File: src/rtl/dmem_port_arbiter.sv
// Serialises the two issue lanes onto the single data-memory port, A before B.
// Optional DMEM_ARB_PERF_EN adds access / pair-stall / flush-drop counters.
module dmem_port_arbiter #(
  parameter int ADDR_W = 32,
  parameter int DATA_W = 32
) (
  input  logic                clk,
  input  logic                reset,
  input  logic                flush,
  input  logic                a_valid,
  input  logic [DATA_W/8-1:0] a_we,
  input  logic [ADDR_W-1:0]   a_addr,
  input  logic [DATA_W-1:0]   a_wdata,
  output logic                a_ready,
  input  logic                b_valid,
  input  logic [DATA_W/8-1:0] b_we,
  input  logic [ADDR_W-1:0]   b_addr,
  input  logic [DATA_W-1:0]   b_wdata,
  output logic                b_ready,
  output logic                resp_a_valid,
  output logic [DATA_W-1:0]   resp_a_rdata,
  output logic                resp_b_valid,
  output logic [DATA_W-1:0]   resp_b_rdata,
  output logic                pair_stall,
  output logic [ADDR_W-1:0]   dmem_addr,
  output logic [DATA_W-1:0]   dmem_wdata,
  output logic [DATA_W/8-1:0] dmem_we,
  output logic                dmem_re,
  input  logic [DATA_W-1:0]   dmem_rdata
`ifdef DMEM_ARB_PERF_EN
  ,
  output logic [31:0]         perf_accesses,
  output logic [31:0]         perf_pair_stalls,
  output logic [31:0]         perf_flush_drops
`endif
);

  typedef enum logic {IDLE, SECOND} state_t;

  state_t state;
  logic   grant_a, grant_b, pair_req;
  logic   resp_pend, resp_sel, resp_rd;

  // Grants are gated by reset so every output reads 0 while reset is held.
  always_comb begin
    grant_a  = 1'b0;
    grant_b  = 1'b0;
    pair_req = 1'b0;
    if (reset && !flush) begin
      if (state == IDLE) begin
        grant_a  = a_valid;
        grant_b  = b_valid && !a_valid;
        pair_req = a_valid && b_valid;
      end else begin
        grant_b  = b_valid;
      end
    end
  end

  always_comb begin
    dmem_addr  = '0;
    dmem_wdata = '0;
    dmem_we    = '0;
    dmem_re    = 1'b0;
    if (grant_a) begin
      dmem_addr  = a_addr;
      dmem_wdata = a_wdata;
      dmem_we    = a_we;
      dmem_re    = ~|a_we;
    end else if (grant_b) begin
      dmem_addr  = b_addr;
      dmem_wdata = b_wdata;
      dmem_we    = b_we;
      dmem_re    = ~|b_we;
    end
  end

  assign a_ready    = grant_a;
  assign b_ready    = grant_b;
  assign pair_stall = pair_req;

  // resp_sel: 0 = lane A, 1 = lane B; resp_rd marks a load needing dmem_rdata.
  always_ff @(posedge clk or negedge reset) begin
    if (!reset) begin
      state     <= IDLE;
      resp_pend <= 1'b0;
      resp_sel  <= 1'b0;
      resp_rd   <= 1'b0;
    end else begin
      state     <= pair_req ? SECOND : IDLE;
      resp_pend <= grant_a || grant_b;
      resp_sel  <= grant_b;
      resp_rd   <= grant_b ? ~|b_we : ~|a_we;
    end
  end

  assign resp_a_valid = resp_pend && !resp_sel;
  assign resp_b_valid = resp_pend && resp_sel;
  assign resp_a_rdata = (resp_a_valid && resp_rd) ? dmem_rdata : '0;
  assign resp_b_rdata = (resp_b_valid && resp_rd) ? dmem_rdata : '0;

`ifdef DMEM_ARB_PERF_EN
  always_ff @(posedge clk or negedge reset) begin
    if (!reset) begin
      perf_accesses    <= '0;
      perf_pair_stalls <= '0;
      perf_flush_drops <= '0;
    end else begin
      if (grant_a || grant_b)
        perf_accesses <= perf_accesses + 32'd1;
      if (pair_req)
        perf_pair_stalls <= perf_pair_stalls + 32'd1;
      if (state == SECOND && flush && b_valid)
        perf_flush_drops <= perf_flush_drops + 32'd1;
    end
  end
`endif

endmodule

File: config.mk
export PLATFORM = sky130hd
export DESIGN_NAME = dmem_port_arbiter
export DESIGN_NICKNAME = d
export VERILOG_FILES = /design/src/rtl/dmem_port_arbiter.sv
export SDC_FILE = /design/constraint.sdc
export NUM_CORES = 1
export LEC_CHECK = 0
export CORE_AREA = 2 2 121 123
export DETAILED_ROUTE_END_ITERATION = 6
export DIE_AREA = 0 0 123 125
export HOLD_SLACK_MARGIN = 0.12
export PLACE_DENSITY_LB_ADDON = 0.1
export RECOVER_POWER = 50
export SYNTH_ARGS = -nofsm -noshare
export SYNTH_HDL_FRONTEND = slang
export SYNTH_SLANG_ARGS = --single-unit
File: constraint.sdc
create_clock -name clk -period 3.8 [get_ports clk]
set_input_delay 0.57 -clock clk [delete_from_list [all_inputs] [get_ports clk]]
set_output_delay 0.57 -clock clk [all_outputs]
set_load 0.02 [all_outputs]
==> tab_implementation.tex <==
\begin{tabular}{lr}
\hline
Metric & Value \\
\hline
\multicolumn{2}{l}{\textbf{Status}} \\
Run status & completed \\
\multicolumn{2}{l}{\textbf{Power and ir drop}} \\
Tot Pwr & 0.000571 W \\
P per Cell Area & 121 nW/um\^{}2 \\
Switching power as a share of total power & 26.5\% \\
Peak supply drop & 0.0948 mV \\
Cell-internal power & 0.000420 W \\
Part of the total power dissipated in combinational logic & 63.5\% \\
Part of the power in registers & 8.0\% \\
Reported net switching power & 0.000152 W \\
Standby leakage power & 2.00 nW \\
Part of the total power dissipated in the clock network & 28.5\% \\
\multicolumn{2}{l}{\textbf{Timing}} \\
Aggregate negative setup slack & 0 ns \\
Final hold violation count & 0 \\
Number of slew-limit violations in the final report & 0 \\
Count of endpoints failing setup in the final report & 0 \\
Slew @ Worst Pin & 1.06 ns \\
Largest clock skew in the final design & 0.00177 ns \\
Final critical-path setup slack & 0.455 ns \\
Part of the cycle the worst path needs & 88.0\% \\
RSZ-0062 raised after global routing & false \\
Minimum period implied by the final worst setup slack & 3.34 ns \\
Relative slew slack & 29.4\% \\
Max Clk Rate & 0.299 GHz \\
\multicolumn{2}{l}{\textbf{Floorplanning}} \\
Floorplan die area & 15,400 um\^{}2 \\
Die height & 125 um \\
Number of standard-cell rows in the floorplan & 44 \\
Floorplan die width & 123 um \\
Core area & 14,200 um\^{}2 \\
Number of placed I/O pins & 311 \\
Starting Density & 9.71\% \\
\multicolumn{2}{l}{\textbf{Clocking}} \\
Register clock-pin slew on the reported worst setup and hold paths & 0.03 ns \\
Num CTS Buffers & 3 \\
Count of instances resized after the clock tree is built & 0 \\
Cts-stage hold buffer count & 0 \\
Clk buf depth & 2 \\
CTS tree & built \\
Setup bufs post-CTS & 0 \\
Root buffer cell & sky130\_fd\_sc\_hd\_\_clkbuf\_16 \\
Clock latency reported for the late side of the worst-skew pair & 0.22 ns \\
Number of clock sinks & 4 \\
Level count of the clock H-tree & 1 \\
\multicolumn{2}{l}{\textbf{Hold path}} \\
Type of the worst min-delay path & input port to async pin \\
\multicolumn{2}{l}{\textbf{Worst setup path}} \\
Longest individual stage delay on the worst path & 0.71 ns \\
Sequence of cells on the critical path & dlygate4sd3\_1 > and3b\_2 > buf\_12 > a22o\_1 > clkdlybuf4s50\_1 \\
Startpoint type of the worst setup path & input port \\
Worst reg2reg path depth & 4 \\
Reg-to-reg endpoint & state\$\_DFF\_PN0\_ \\
Setup slack, reg-to-reg & 2.40 ns \\
Slowest CP cell & sky130\_fd\_sc\_hd\_\_dlygate4sd3\_1 \\
Crit Path Max Fanout & 37 \\
Total buffers and inverters traversed by the critical path & 3 \\
Worst flop-to-flop path startpoint & state\$\_DFF\_PN0\_ \\
Required time of the critical path & 3.23 ns \\
Delay-heaviest family, CP & buffers and inverters \\
Arrival time at the worst endpoint & 2.77 ns \\
CP endpoint kind & output pin \\
Type of the worst setup path & input port to output pin \\
Crit. path cell count & 5 \\
\multicolumn{2}{l}{\textbf{Synthesis}} \\
Count of distinct cell types in the synthesized netlist & 21 \\
Syn avg cell area & 7.92 um\^{}2 \\
Portion of synthesized cell area occupied by the leading cell type & 43.2\% \\
Summed instance area of the synthesized netlist & 1380 um\^{}2 \\
Synth warnings & 0 \\
Largest cells by area after synthesis & sky130\_fd\_sc\_hd\_\_a22o\_1, sky130\_fd\_sc\_hd\_\_and2\_1, sky130\_fd\_sc\_hd\_\_dfrtp\_1 \\
Net count of the mapped netlist & 347 \\
Library cell occupying the most area in the post-synthesis netlist & sky130\_fd\_sc\_hd\_\_a22o\_1 \\
Sequential element share of the synthesized area & 7.26\% \\
Flip-flop and latch count after synthesis & 4 \\
Synthesized netlist cell count & 174 \\
\multicolumn{2}{l}{\textbf{Global routing}} \\
Vias in the first global route & 2,524 \\
Global route total overflow & 0 \\
Most utilized layer in the global route result & met2 \\
Met3 routing resource usage after global routing & 2.78\% \\
Maximum number of pins on one net before global-route repair & 56 \\
Antenna violations before repair & 1 \\
Met1 Track Usage GR & 10.5\% \\
Global routing met2 resource utilization & 25.7\% \\
Total global-route track usage & 11.9\% \\
First-pass GRT wire length & 14,100 um \\
\multicolumn{2}{l}{\textbf{Place}} \\
Sum of net half-perimeters after detailed placement & 8890 um \\
Placed cell areas & 4640 um\^{}2 \\
Post-placement worst setup slack & 0.485 ns \\
Final GP Congestion & 0.774 \\
Number of I/O port buffers & 310 \\
\multicolumn{2}{l}{\textbf{Route}} \\
First-pass iteration count of the detailed router & 3 \\
ANT nets after route & 0 \\
Total wirelength of the detailed-routed design & 10,100 um \\
Via count normalized by instance count & 3.88 \\
DRC viols & 0 \\
Vias & 2,548 \\
Average routed wire per standard cell & 15.5 um \\
Iter 0 DRT Violations & 29 \\
\multicolumn{2}{l}{\textbf{Layout}} \\
Leading cell types in the layout, fill and taps excluded & sky130\_fd\_sc\_hd\_\_clkdlybuf4s50\_1, sky130\_fd\_sc\_hd\_\_a22o\_1, sky130\_fd\_sc\_hd\_\_and2\_1 \\
Finished layout cell area & 4710 um\^{}2 \\
Utilization after layout & 33.2\% \\
Fraction of final layout cells with drive strength greater than 1 & 2.34\% \\
Commonest non-fill, non-tap cell in the layout & sky130\_fd\_sc\_hd\_\_clkdlybuf4s50\_1 \\
Final \#Nets & 646 \\
Layout area overhead & 242\% \\
\multicolumn{2}{l}{\textbf{Job}} \\
Max capacitance violation total & 0 \\
\hline
\end{tabular}
cell usage after synthesis:
library cell	count
sky130_fd_sc_hd__nand2b_1	2
sky130_fd_sc_hd__a22o_1	68
sky130_fd_sc_hd__nor2_1	1
sky130_fd_sc_hd__and3_1	1
sky130_fd_sc_hd__nand3b_4	1
sky130_fd_sc_hd__buf_6	8
sky130_fd_sc_hd__and3b_1	1
sky130_fd_sc_hd__nor2_2	1
sky130_fd_sc_hd__nor4_1	1
sky130_fd_sc_hd__o21ai_0	1
sky130_fd_sc_hd__and2_1	66
sky130_fd_sc_hd__nor3_2	1
sky130_fd_sc_hd__buf_4	2
sky130_fd_sc_hd__or4_1	1
sky130_fd_sc_hd__nand2_1	1
sky130_fd_sc_hd__dfrtp_1	4
sky130_fd_sc_hd__a21o_1	1
sky130_fd_sc_hd__nor2b_4	1
sky130_fd_sc_hd__buf_2	5
sky130_fd_sc_hd__clkbuf_1	6
sky130_fd_sc_hd__nor2b_1	1
area by class of cell:
cell class	count	area [um^2]
flip-flops and latches	4	100
well taps	184	230
diodes	1	2.50
repair buffers	315	3170
fillers	1481	9490
clock buffers	3	75.1
multi-input cells	149	1130
sequential cells by signal, indices dropped and copies added (netlist names):
register   count
resp_rd        1
state          1
resp_sel       1
resp_pend      1
cells by family after synthesis:
family / after synthesis / synth area share (%)
AOI/OAI and AO/OA: 70 / 44.1
buffers and inverters: 21 / 11.1
DFF: 4 / 7.26
and+or+nand+nor: 79 / 37.6
power by group through the flow:
stage	clock network [W]	registers [W]	logic [W]
final	0.000163	0.0000457	0.000363
after global routing	0.000170	0.0000458	0.000384
after CTS	0.000166	0.0000457	0.000371
after detailed placement	0	0.0000462	0.000370
after global placement	0	0.0000461	0.000369
after floorplan	0	0.0000459	0.000104
through the flow:
step | instances | hold WS (ns)
6_report | 656 | 0.665
5_1_grt | 656 | 0.693
4_1_cts | 655 | 0.605
3_5_place_dp | 652 | 0.674
3_3_place_gp | 652 | 0.679
2_1_floorplan | 174 | 0.274
worst max path at each step:
stage,slack (ns),startpoint,endpoint
after CTS,0.49,reset,dmem_addr[7]
after global routing,0.33,reset,dmem_addr[11]
final,0.46,reset,dmem_addr[11]
after floorplan,1.79,a_valid,pair_stall
after detailed placement,0.48,reset,dmem_addr[7]
after global placement,0.51,reset,dmem_addr[7]
layer usage:
metal	vias up	part of all wire, %
li1	1249	-
met1	1106	31
met2	183	57
met3	10	11
met4	0	1.9
met5	-	0
Note: power is estimated with default switching activity, not from simulation.
